File: config.mk
export PLATFORM = sky130hd
export DESIGN_NAME = dma_rd_slice_flat
export DESIGN_NICKNAME = d
export VERILOG_FILES = /design/src/rtl/dma_rd_slice_if.sv /design/src/rtl/dma_rd_slice.sv /design/src/flat_wrapper.sv
export SDC_FILE = /design/constraint.sdc
export NUM_CORES = 1
export LEC_CHECK = 0
export ABC_AREA = 1
export ABC_CLOCK_PERIOD_IN_PS = 8800
export CORE_AREA = 4 4 322 324
export CTS_CLUSTER_DIAMETER = 50
export CTS_CLUSTER_SIZE = 24
export DETAILED_ROUTE_END_ITERATION = 8
export DIE_AREA = 0 0 326 328
export SKIP_LAST_GASP = 1
export SLEW_MARGIN = 30
export SYNTH_ARGS = -nofsm -noshare
export SYNTH_HDL_FRONTEND = slang
export SYNTH_SLANG_ARGS = --single-unit
File: constraint.sdc
create_clock -name clk -period 8.8 [get_ports clk]
set_clock_uncertainty 0.1 [all_clocks]
set_input_delay 1.32 -clock clk [delete_from_list [all_inputs] [get_ports clk]]
set_output_delay 1.32 -clock clk [all_outputs]
set_load 0.01 [all_outputs]
File: src/rtl/dma_rd_slice_if.sv
// Read-request channel from dma_rd_slice to axi2fifo.
interface dma_rd_slice_if #(
  parameter int unsigned ADDR_WIDTH = 32,
  parameter int unsigned IDX_WIDTH  = 3
);
  logic                  rd_req_valid;
  logic                  rd_req_ready;
  logic [ADDR_WIDTH-1:0] rd_req_addr;
  logic [7:0]            rd_req_len;
  logic [2:0]            rd_req_size;
  logic                  rd_req_last;
  logic [IDX_WIDTH-1:0]  rd_req_idx;

  modport master (
    output rd_req_valid, rd_req_addr, rd_req_len, rd_req_size, rd_req_last, rd_req_idx,
    input  rd_req_ready
  );

  modport slave (
    input  rd_req_valid, rd_req_addr, rd_req_len, rd_req_size, rd_req_last, rd_req_idx,
    output rd_req_ready
  );
endinterface

File: src/rtl/dma_rd_slice.sv
// Splits one DMA read descriptor into AXI read-burst requests (INCR bursts or jump beats).
module dma_rd_slice #(
  parameter int unsigned DMA_ADDR_WIDTH  = 32,
  parameter int unsigned DMA_DATA_WIDTH  = 64,
  parameter int unsigned DMA_BYTES_WIDTH = 32,
  parameter int unsigned DMA_NUM_DESC    = 8,
  parameter int unsigned DESC_IDX_WIDTH  = $clog2(DMA_NUM_DESC),
  parameter int unsigned MAX_BURST_LEN   = 16
) (
  input  logic                                           clk,
  input  logic                                           rst,
  input  logic [DESC_IDX_WIDTH-1:0]                      dma_rd_slice_idx,
  input  logic                                           dma_rd_slice_valid,
  output logic                                           dma_rd_slice_done,
  input  logic [DMA_NUM_DESC-1:0][DMA_ADDR_WIDTH-1:0]    csr_desc_src_addr,
  input  logic [DMA_NUM_DESC-1:0][DMA_BYTES_WIDTH-1:0]   csr_desc_num_bytes,
  input  logic [DMA_NUM_DESC-1:0]                        csr_desc_read_mode,
  input  logic [DMA_NUM_DESC-1:0][DMA_BYTES_WIDTH-1:0]   csr_desc_read_jump_bytes,
  dma_rd_slice_if.master                                 req_if
);

  localparam int unsigned Bpb   = DMA_DATA_WIDTH / 8;
  localparam int unsigned OffW  = $clog2(Bpb);
  // Two spare bits so off + rem + Bpb - 1 cannot overflow.
  localparam int unsigned CalcW = DMA_BYTES_WIDTH + 2;

  typedef enum logic [1:0] {StIdle, StCalc, StReq, StDone} state_e;

  state_e                      state_q, state_d;
  logic                        block_q, block_d;
  logic [DMA_ADDR_WIDTH-1:0]   cur_addr_q, cur_addr_d;
  logic [DMA_BYTES_WIDTH-1:0]  rem_q, rem_d;
  logic                        mode_q, mode_d;
  logic [DMA_BYTES_WIDTH-1:0]  jump_q, jump_d;
  logic [DESC_IDX_WIDTH-1:0]   idx_q, idx_d;
  logic                        req_valid_q, req_valid_d;
  logic [DMA_ADDR_WIDTH-1:0]   req_addr_q, req_addr_d;
  logic [7:0]                  req_len_q, req_len_d;
  logic                        req_last_q, req_last_d;
  logic [DMA_ADDR_WIDTH-1:0]   next_addr_q, next_addr_d;
  logic [DMA_BYTES_WIDTH-1:0]  next_rem_q, next_rem_d;

  logic [OffW-1:0]             off;
  logic [DMA_ADDR_WIDTH-1:0]   aligned;
  logic [11:0]                 aligned_lo;
  logic [CalcW-1:0]            beats_rem, beats_4k, beats, consumed;
  logic [DMA_ADDR_WIDTH-1:0]   calc_addr, calc_next_addr;
  logic [7:0]                  calc_len;
  logic                        calc_last;
  logic [DMA_BYTES_WIDTH-1:0]  calc_rem;

  // Next request from the current position: address, length, last flag and post-accept state.
  always_comb begin
    off        = cur_addr_q[OffW-1:0];
    aligned    = cur_addr_q & ~DMA_ADDR_WIDTH'(Bpb - 1);
    aligned_lo = aligned[11:0];
    beats_rem  = (CalcW'(off) + CalcW'(rem_q) + CalcW'(Bpb - 1)) >> OffW;
    beats_4k   = (CalcW'(4096) - CalcW'(aligned_lo)) >> OffW;
    beats      = CalcW'(MAX_BURST_LEN);
    if (beats_rem < beats) beats = beats_rem;
    if (beats_4k < beats)  beats = beats_4k;
    // A zero-byte descriptor still issues one beat.
    if (beats == '0)       beats = CalcW'(1);
    calc_addr      = aligned;
    calc_len       = 8'(beats - CalcW'(1));
    consumed       = (beats << OffW) - CalcW'(off);
    calc_next_addr = aligned + DMA_ADDR_WIDTH'(beats << OffW);
    if (mode_q) begin
      calc_addr      = cur_addr_q;
      calc_len       = 8'd0;
      consumed       = CalcW'(Bpb);
      calc_next_addr = cur_addr_q + DMA_ADDR_WIDTH'(jump_q);
    end
    calc_last = consumed >= CalcW'(rem_q);
    calc_rem  = calc_last ? '0 : (rem_q - consumed[DMA_BYTES_WIDTH-1:0]);
  end

  // FSM next-state and register updates.
  always_comb begin
    state_d     = state_q;
    block_d     = 1'b0;
    cur_addr_d  = cur_addr_q;
    rem_d       = rem_q;
    mode_d      = mode_q;
    jump_d      = jump_q;
    idx_d       = idx_q;
    req_valid_d = req_valid_q;
    req_addr_d  = req_addr_q;
    req_len_d   = req_len_q;
    req_last_d  = req_last_q;
    next_addr_d = next_addr_q;
    next_rem_d  = next_rem_q;
    unique case (state_q)
      StIdle: begin
        // block_q skips the cycle after DONE so the upstream index update lands first.
        if (dma_rd_slice_valid && !block_q) begin
          cur_addr_d = csr_desc_src_addr[dma_rd_slice_idx];
          rem_d      = csr_desc_num_bytes[dma_rd_slice_idx];
          mode_d     = csr_desc_read_mode[dma_rd_slice_idx];
          jump_d     = csr_desc_read_jump_bytes[dma_rd_slice_idx];
          idx_d      = dma_rd_slice_idx;
          state_d    = StCalc;
        end
      end
      StCalc: begin
        req_valid_d = 1'b1;
        req_addr_d  = calc_addr;
        req_len_d   = calc_len;
        req_last_d  = calc_last;
        next_addr_d = calc_next_addr;
        next_rem_d  = calc_rem;
        state_d     = StReq;
      end
      StReq: begin
        if (req_if.rd_req_ready) begin
          req_valid_d = 1'b0;
          cur_addr_d  = next_addr_q;
          rem_d       = next_rem_q;
          state_d     = req_last_q ? StDone : StCalc;
        end
      end
      StDone: begin
        block_d = 1'b1;
        state_d = StIdle;
      end
      default: state_d = StIdle;
    endcase
  end

  // State register with synchronous reset.
  always_ff @(posedge clk) begin
    if (rst) begin
      state_q     <= StIdle;
      block_q     <= 1'b0;
      cur_addr_q  <= '0;
      rem_q       <= '0;
      mode_q      <= 1'b0;
      jump_q      <= '0;
      idx_q       <= '0;
      req_valid_q <= 1'b0;
      req_addr_q  <= '0;
      req_len_q   <= '0;
      req_last_q  <= 1'b0;
      next_addr_q <= '0;
      next_rem_q  <= '0;
    end else begin
      state_q     <= state_d;
      block_q     <= block_d;
      cur_addr_q  <= cur_addr_d;
      rem_q       <= rem_d;
      mode_q      <= mode_d;
      jump_q      <= jump_d;
      idx_q       <= idx_d;
      req_valid_q <= req_valid_d;
      req_addr_q  <= req_addr_d;
      req_len_q   <= req_len_d;
      req_last_q  <= req_last_d;
      next_addr_q <= next_addr_d;
      next_rem_q  <= next_rem_d;
    end
  end

  assign dma_rd_slice_done   = (state_q == StDone);
  assign req_if.rd_req_valid = req_valid_q;
  assign req_if.rd_req_addr  = req_addr_q;
  assign req_if.rd_req_len   = req_len_q;
  assign req_if.rd_req_size  = 3'(OffW);
  assign req_if.rd_req_last  = req_last_q;
  assign req_if.rd_req_idx   = idx_q;

endmodule
File: src/flat_wrapper.sv
// flat-port wrapper written by rule: the top's interface ports become plain ports
module dma_rd_slice_flat 
#(
  parameter int unsigned DMA_ADDR_WIDTH  = 32,
  parameter int unsigned DMA_DATA_WIDTH  = 64,
  parameter int unsigned DMA_BYTES_WIDTH = 32,
  parameter int unsigned DMA_NUM_DESC    = 8,
  parameter int unsigned DESC_IDX_WIDTH  = $clog2(DMA_NUM_DESC),
  parameter int unsigned MAX_BURST_LEN   = 16
)
  (clk, rst, dma_rd_slice_idx, dma_rd_slice_valid, dma_rd_slice_done, csr_desc_src_addr, csr_desc_num_bytes, csr_desc_read_mode, csr_desc_read_jump_bytes, req_if_rd_req_valid, req_if_rd_req_addr, req_if_rd_req_len, req_if_rd_req_size, req_if_rd_req_last, req_if_rd_req_idx, req_if_rd_req_ready);
  dma_rd_slice_if req_if_i ();
  input  logic clk;
  input  logic rst;
  input  logic [DESC_IDX_WIDTH-1:0] dma_rd_slice_idx;
  input  logic dma_rd_slice_valid;
  output logic dma_rd_slice_done;
  input  logic [DMA_NUM_DESC-1:0][DMA_ADDR_WIDTH-1:0] csr_desc_src_addr;
  input  logic [DMA_NUM_DESC-1:0][DMA_BYTES_WIDTH-1:0] csr_desc_num_bytes;
  input  logic [DMA_NUM_DESC-1:0] csr_desc_read_mode;
  input  logic [DMA_NUM_DESC-1:0][DMA_BYTES_WIDTH-1:0] csr_desc_read_jump_bytes;
  output wire logic [$bits(req_if_i.rd_req_valid)-1:0] req_if_rd_req_valid;
  output wire logic [$bits(req_if_i.rd_req_addr)-1:0] req_if_rd_req_addr;
  output wire logic [$bits(req_if_i.rd_req_len)-1:0] req_if_rd_req_len;
  output wire logic [$bits(req_if_i.rd_req_size)-1:0] req_if_rd_req_size;
  output wire logic [$bits(req_if_i.rd_req_last)-1:0] req_if_rd_req_last;
  output wire logic [$bits(req_if_i.rd_req_idx)-1:0] req_if_rd_req_idx;
  input wire logic [$bits(req_if_i.rd_req_ready)-1:0] req_if_rd_req_ready;
  assign req_if_rd_req_valid = req_if_i.rd_req_valid;
  assign req_if_rd_req_addr = req_if_i.rd_req_addr;
  assign req_if_rd_req_len = req_if_i.rd_req_len;
  assign req_if_rd_req_size = req_if_i.rd_req_size;
  assign req_if_rd_req_last = req_if_i.rd_req_last;
  assign req_if_rd_req_idx = req_if_i.rd_req_idx;
  assign req_if_i.rd_req_ready = req_if_rd_req_ready;
  dma_rd_slice #(.DMA_ADDR_WIDTH(DMA_ADDR_WIDTH), .DMA_DATA_WIDTH(DMA_DATA_WIDTH), .DMA_BYTES_WIDTH(DMA_BYTES_WIDTH), .DMA_NUM_DESC(DMA_NUM_DESC), .DESC_IDX_WIDTH(DESC_IDX_WIDTH), .MAX_BURST_LEN(MAX_BURST_LEN)) u_core (.clk(clk), .rst(rst), .dma_rd_slice_idx(dma_rd_slice_idx), .dma_rd_slice_valid(dma_rd_slice_valid), .dma_rd_slice_done(dma_rd_slice_done), .csr_desc_src_addr(csr_desc_src_addr), .csr_desc_num_bytes(csr_desc_num_bytes), .csr_desc_read_mode(csr_desc_read_mode), .csr_desc_read_jump_bytes(csr_desc_read_jump_bytes), .req_if(req_if_i));
endmodule
After elaboration in Yosys (flattened, before gate mapping)
Index checks and enable logic that the tools add are counted.
{"block": "op_classes", "n_lt_le_gt_ge": 4, "n_reduce_logical": 10, "n_eq_ne": 5, "add_sub_neg": 8, "muxes": 29}
{"cell": "32-bit binary-select mux with 3-bit select", "n": 3}
{"cell": "32-bit 2-to-1 mux", "n": 9}
{"cell": "32-bit case mux with 2 select lines", "n": 2}
{"cell": "31-bit 2-to-1 mux", "n": 3}
{"cell": "32-bit adder", "n": 2}
{"cell": "34-bit by 3-bit adder with 34-bit output, second input constant", "n": 1}
{"cell": "34-bit by 32-bit >= comparator with 1-bit output", "n": 1}
{"cell": "34-bit zero test", "n": 1}
{"cell": "31-bit by 34-bit < comparator with 1-bit output", "n": 1}
{"cell": "34-bit 2-to-1 mux", "n": 1}
{"cell": "34-bit by 3-bit subtractor with 34-bit output", "n": 1}
{"cell": "3-bit by 32-bit adder with 33-bit output", "n": 1}
{"cell": "32-bit subtractor", "n": 1}
{"cell": "31-bit by 5-bit < comparator with 1-bit output, second input constant", "n": 1}
{"cell": "13-bit by 12-bit subtractor with 14-bit output, first input constant", "n": 1}
{"cell": "8-bit 2-to-1 mux", "n": 1}
{"cell": "2-bit case mux with 4 select lines", "n": 1}
{"cell": "8-bit by 1-bit subtractor with 8-bit output, second input constant", "n": 1}
{"cell": "2-bit 2-to-1 mux", "n": 3}
{"cell": "2-bit AND reduction", "n": 3}
{"cell": "2-bit == test, second input constant", "n": 2}
{"cell": "3-bit by 4-bit < comparator with 1-bit output, second input constant", "n": 1}
{"cell": "2-bit nonzero test", "n": 2}
{"cell": "1-bit binary-select mux with 3-bit select", "n": 1}
{"cell": "10 further kinds", "n": 12}
{"block": "word_totals", "in_bits": 783, "wordCells": 69, "ff_bits": 209}

Longest topological paths before layout
{"block": "logic_depth", "word_depth": 12, "ltp_mapped": 63, "depth_no_buf": 62}

Least setup slack after synthesis
Ideal clock, no wire load.
{"block": "synth_path", "kind": "flip-flop to flip-flop", "start": "reg u_core.cur_addr_q[0]", "end": "reg u_core.next_rem_q[10]", "setup_ps": 70, "arrival_time_ps": 8518, "required_time_ps": 8630, "path_slack_ps": 111, "stages_incl_launch_ff": 50, "path_cell_list": "dfxtp_1 > ha_1 > fa_1 > nand3_1 > nand2_1 > buf_6 > nand2_2 > nand2_1 > nand2_2 > nand2_2 > nor2_4 > nand3_4 > nor2_8 > nand2_1 > nand2_1 > nand2_1 > nor2_1 > nand3_1 > (+14 left out) > inv_1 > ha_1 > nand2_1 > nor3_4 > nand4_4 > nor3_4 > ha_1 > clkbuf_1 > nand4_1 > o221ai_1 > nand4_1 > nand2_1 > nand2_1 > a21oi_1 > a2111oi_0 > clkbuf_1 > nand4_1 > a21oi_1"}
{"block": "synth_via", "elab_chain_len": 12}
{"item": "start: declaration", "line_no": "dma_rd_slice.sv:31", "text": "logic [DMA_ADDR_WIDTH-1:0] cur_addr_q, cur_addr_d;"}
{"item": "start signal: assignment", "line_no": "dma_rd_slice.sv:149", "text": "cur_addr_q <= cur_addr_d;"}
{"item": "3-bit by 32-bit adder with 33-bit output", "line_no": "dma_rd_slice.sv:57", "text": "beats_rem = (CalcW'(off) + CalcW'(rem_q) + CalcW'(Bpb - 1)) >> OffW;"}
{"item": "34-bit by 3-bit adder with 34-bit output", "line_no": "dma_rd_slice.sv:57"}
{"item": "31-bit by 5-bit < comparator with 1-bit output", "line_no": "dma_rd_slice.sv:60", "text": "if (beats_rem < beats) beats = beats_rem;"}
{"item": "31-bit 2-to-1 mux", "line_no": "dma_rd_slice.sv:60"}
{"item": "31-bit by 34-bit < comparator with 1-bit output", "line_no": "dma_rd_slice.sv:61", "text": "if (beats_4k < beats) beats = beats_4k;"}
{"item": "31-bit 2-to-1 mux", "line_no": "dma_rd_slice.sv:61"}
{"item": "34-bit zero test", "line_no": "dma_rd_slice.sv:63", "text": "if (beats == '0) beats = CalcW'(1);"}
{"item": "31-bit 2-to-1 mux", "line_no": "dma_rd_slice.sv:63"}
{"item": "34-bit by 3-bit subtractor with 34-bit output *", "line_no": "dma_rd_slice.sv:66", "text": "consumed = (beats << OffW) - CalcW'(off);"}
{"item": "34-bit 2-to-1 mux *", "line_no": "dma_rd_slice.sv:68", "text": "if (mode_q) begin"}
{"item": "32-bit subtractor / 34-bit by 32-bit >= comparator with 1-bit output (equally long branches)", "line_no": "dma_rd_slice.sv:75, dma_rd_slice.sv:74"}
{"item": "32-bit 2-to-1 mux *", "line_no": "dma_rd_slice.sv:75", "text": "calc_rem = calc_last ? '0 : (rem_q - consumed[DMA_BYTES_WIDTH-1:0]);"}
{"item": "end signal: assignment", "line_no": "dma_rd_slice.sv:159", "text": "next_rem_q <= next_rem_d;"}
{"item": "end: declaration", "line_no": "dma_rd_slice.sv:41", "text": "logic [DMA_BYTES_WIDTH-1:0] next_rem_q, next_rem_d;"}
Every way passes the cells marked *; elsewhere a longest branch is shown, timed or not.
A chain may end at the register's enable or synchronous reset.

Final worst setup path
{"block": "layout_path", "start": "reg u_core.rem_q[2]", "end": "reg u_core.next_rem_q[31]"}
{"block": "layout_via", "elab_chain_len": 12}
{"item": "start: declaration", "line_no": "dma_rd_slice.sv:32", "text": "logic [DMA_BYTES_WIDTH-1:0] rem_q, rem_d;"}
{"item": "start signal: assignment", "line_no": "dma_rd_slice.sv:150", "text": "rem_q <= rem_d;"}
{"item": "3-bit by 32-bit adder with 33-bit output", "line_no": "dma_rd_slice.sv:57"}
{"item": "34-bit by 3-bit adder with 34-bit output", "line_no": "dma_rd_slice.sv:57"}
{"item": "31-bit by 5-bit < comparator with 1-bit output", "line_no": "dma_rd_slice.sv:60"}
{"item": "31-bit 2-to-1 mux", "line_no": "dma_rd_slice.sv:60"}
{"item": "31-bit by 34-bit < comparator with 1-bit output", "line_no": "dma_rd_slice.sv:61"}
{"item": "31-bit 2-to-1 mux", "line_no": "dma_rd_slice.sv:61"}
{"item": "34-bit zero test", "line_no": "dma_rd_slice.sv:63"}
{"item": "31-bit 2-to-1 mux", "line_no": "dma_rd_slice.sv:63"}
{"item": "34-bit by 3-bit subtractor with 34-bit output", "line_no": "dma_rd_slice.sv:66"}
{"item": "34-bit 2-to-1 mux", "line_no": "dma_rd_slice.sv:68"}
{"item": "32-bit subtractor / 34-bit by 32-bit >= comparator with 1-bit output (equally long branches)", "line_no": "dma_rd_slice.sv:75, dma_rd_slice.sv:74"}
{"item": "32-bit 2-to-1 mux *", "line_no": "dma_rd_slice.sv:75"}
Marks and branches as above.

==> impl_metrics.csv <==
group,metric,value,unit
floorplanning,initial_utilization,21.7,%
cells_and_area,area_delta_synth_final,52.5,%
clock_network,clock_sinks,209,
detailed_routing,ant_nets,0,
synth,synthCells,3706,
clock_network,hold_buffers,0,
synth,yosys.area.top_type_share,19.1,%
setup_path,worstReg2RegStart,"u_core.rem_q[2]$_SDFFE_PP0P_",
clock_network,cts_root_buf,"clkbuf_16",
setup_path,crit_required,9.11,ns
timing,min_period_over_period,91.8,%
floorplanning,die_height,328,µm
clock_network,cts.clk_slew.worst_paths,0.06,ns
cells_and_area,layout_common_cells,"clkdlybuf4s50_1, nand2_1, o21ai_0, nor2_1, a21oi_1",
clock_network,cts_tree,"built",
timing,fin_tns_setup,0,ns
detailed_routing,wire_per_inst,24.0,µm
setup_path,worstSetupStartpointType,"register",
cells_and_area,nets,5398,
setup_path,setup.worst_path.start,"u_core.rem_q[2]$_SDFFE_PP0P_",
cells_and_area,fin_area,0.0335,mm²
timing,fmax,0.124,GHz
clock_network,clockBufferDepth,3,
timing,setup_viol,0,
setup_path,crit_top_cell,"nand2_1",
setup_path,cp_slowest_cell,"o21ai_0",
timing,fin_crit,8.08,ns
cells_and_area,layout_commonest_cell,"clkdlybuf4s50_1",
synth,synth_area_leader_cell,"dfxtp_1",
timing,slew_headroom,24.4,%
setup_path,crit_type,"reg2reg",
hold_path,hold_path.class,"reg2reg",
timing,tightest_slew,1.13,ns
clock_network,cts_buffers,38,
synth,synth_edf_count,0,
power_and_ir_drop,p_total,5280,µW
clock_network,htreeDepth,2,
detailed_routing,post_drt_via_cell_ratio,5.01,
synth,yosysSeqAreaShare,19.1,%
placement,place.gp.congestion,0.959,
global_routing,grtUsageTotal,24.9,%
global_routing,grt_max_degree,138,
cells_and_area,drive_above_1_share,6.84,%
timing,maxSlewViolCount,0,
synth,synth-seq-cells,209,
power_and_ir_drop,p_leak,0.0137,µW
floorplanning,core-area,0.101,mm²
run_status,status,"finished clean",
global_routing,grt_overflow_total,0,
setup_path,path_max_fanout,10,
synth,synthArstFlopShare,0,%
timing,final_hold_viol_count,0,
clock_network,clk_latency,0.56,ns
floorplanning,die_width,326,µm
floorplanning,die_area,0.107,mm²
run,drv_cap,0,
global_routing,grt_pass1_wl,198000,µm
detailed_routing,initialDrtViolationCount,2307,
placement,dpl.hpwl,113000,µm
power_and_ir_drop,power_density,158,mW/mm²
global_routing,grt_pass1_vias,28000,
placement,place_area,0.0319,mm²
setup_path,critPathMaxStageDelay,0.49,ns
setup_path,cp-end-kind,"register",
synth,synth_area,0.0219,mm²
floorplanning,rows,117,
detailed_routing,drc_errors,0,
detailed_routing,wirelength,141000,µm
detailed_routing,routed-via-count,29400,
setup_path,critPathArrivalTime,8.39,ns
placement,portBuffers,828,
detailed_routing,first_pass_iters,6,
floorplanning,io_pins,832,
synth,yosys-top-cells-area,"dfxtp_1, o21ai_0, nand2_1, nor2_1, a21oi_1",
global_routing,antenna_found_initial,34,
power_and_ir_drop,peakVddDrop,0.108,mV
synth,ys.flop_type,"dfxtp_1",
synth,yosysWarnings,0,
synth,synthDistinctLibCells,55,
hold_path,worstHoldStart,"u_core.next_rem_q[5]$_SDFFE_PP0P_",
synth,synth_area_per_cell,5.92,µm²
## per-stage QoR
| step | setup slack, ns | util (%) | instances | hold WS, ns |
|---|---|---|---|---|
| 6_report | 0.717 | 33.1 | 5877 | 0.362 |
| 5_1_grt | -0.00911 | 33.1 | 5870 | 0.379 |
| 4_1_cts | 0.131 | 32.8 | 5862 | 0.362 |
| 3_5_place_dp | 0.188 | 31.6 | 5793 | 0.353 |
| 2_1_floorplan | 0.111 | - | 3748 | 0.342 |
| 3_3_place_gp | 0.391 | 31.6 | 5792 | 0.349 |
## worst max-delay path, delay by kind of cell (launching register included)
family	cells	cell delay [ns]
flip-flops	1	0.36
adder cells (fa/ha/maj)	3	1.01
buffers and inverters	4	0.29
AND/OR/NAND/NOR	34	4.24
AO/OA/AOI/OAI	10	1.94
## power by group
part	switching, µW	internal (µW)	leakage (µW)
Clock	593	940	0.000630
Combinational	1500	1080	0.0114
Sequential	119	1050	0.00172
Total	2210	3070	0.0137
## cells in the mapped netlist (10+ instances only)
library cell,instances
a211oi_1,20
a31oi_1,31
xnor2_1,23
a21oi_1,345
inv_2,21
o22ai_1,136
nand4_1,53
xor2_1,32
dfxtp_1,209
nor2_1,537
nand2_2,23
nor3_1,26
o211ai_1,38
clkbuf_1,217
inv_1,233
o221ai_1,30
o21ai_0,541
nand2_1,709
buf_1,18
ha_1,138
nor2_4,10
nor2_2,17
a221oi_1,46
nand3_1,164
## sequential cells by signal (all words and copies together) (netlist names)
signal                      cells
u_core.req_if.rd_req_addr      32
u_core.cur_addr_q              32
u_core.next_rem_q              32
u_core.req_if.rd_req_last       1
u_core.state_q                  2
u_core.req_if.rd_req_idx        3
u_core.req_if.rd_req_len        8
u_core.jump_q                  32
u_core.mode_q                   1
u_core.req_if.rd_req_valid      1
u_core.block_q                  1
u_core.rem_q                   32
u_core.next_addr_q             32
## cell families (layout without fill, tap and decap cells)
logic type,count (synthesis),count (layout),synth area share [%]
DFF,209,209,19.1
adders and majority gates,142,142,8.23
buffers and inverters,503,1257,8.71
and+or+nand+nor,1571,1571,30.6
AOI/OAI and AO/OA,1224,1224,31.2
other,2,51,0.0342
xor gates and xnor gates,55,55,2.20
## what timing repair did
action                     4_1_cts  5_1_grt
buffers inserted                 0        8
gates resized for setup          0       40
setup endpoints to repair        0       37
## area by class of cell
cell class | count | area [µm²]
clock buffer | 44 | 1020
timing repair buffer | 927 | 9060
fill | 11200 | 67700
inverter | 261 | 1000
clock inverter | 25 | 267
sequential | 209 | 4190
tap | 1368 | 1710
antenna | 7 | 17.5
multi-input combinational | 3036 | 16200
## path summary, 6_finish.rpt
check	endpoint	slack (ns)	depth (start not counted)
setup reg to reg	u_core.next_rem_q[31]$_SDFFE_PP0P_	0.72	51
hold / removal	u_core.next_rem_q[5]$_SDFFE_PP0P_	0.36	2
setup / recovery	u_core.next_rem_q[31]$_SDFFE_PP0P_	0.72	51
hold reg to reg	u_core.next_rem_q[5]$_SDFFE_PP0P_	0.36	2
## layer usage
layer / global-route usage [%] / share of wire [%] / routed length [µm] / vias up
met2: 44.1 / 48 / 67900 / 1190
met3: 6.55 / 8.1 / 11400 / 158
met4: 4.63 / 2.2 / 3050 / 32
li1: - / - / - / 14300
met5: 0 / 0.17 / 234 / -
met1: 30.5 / 41 / 58300 / 13800
Power figures use the tool's default switching activity.
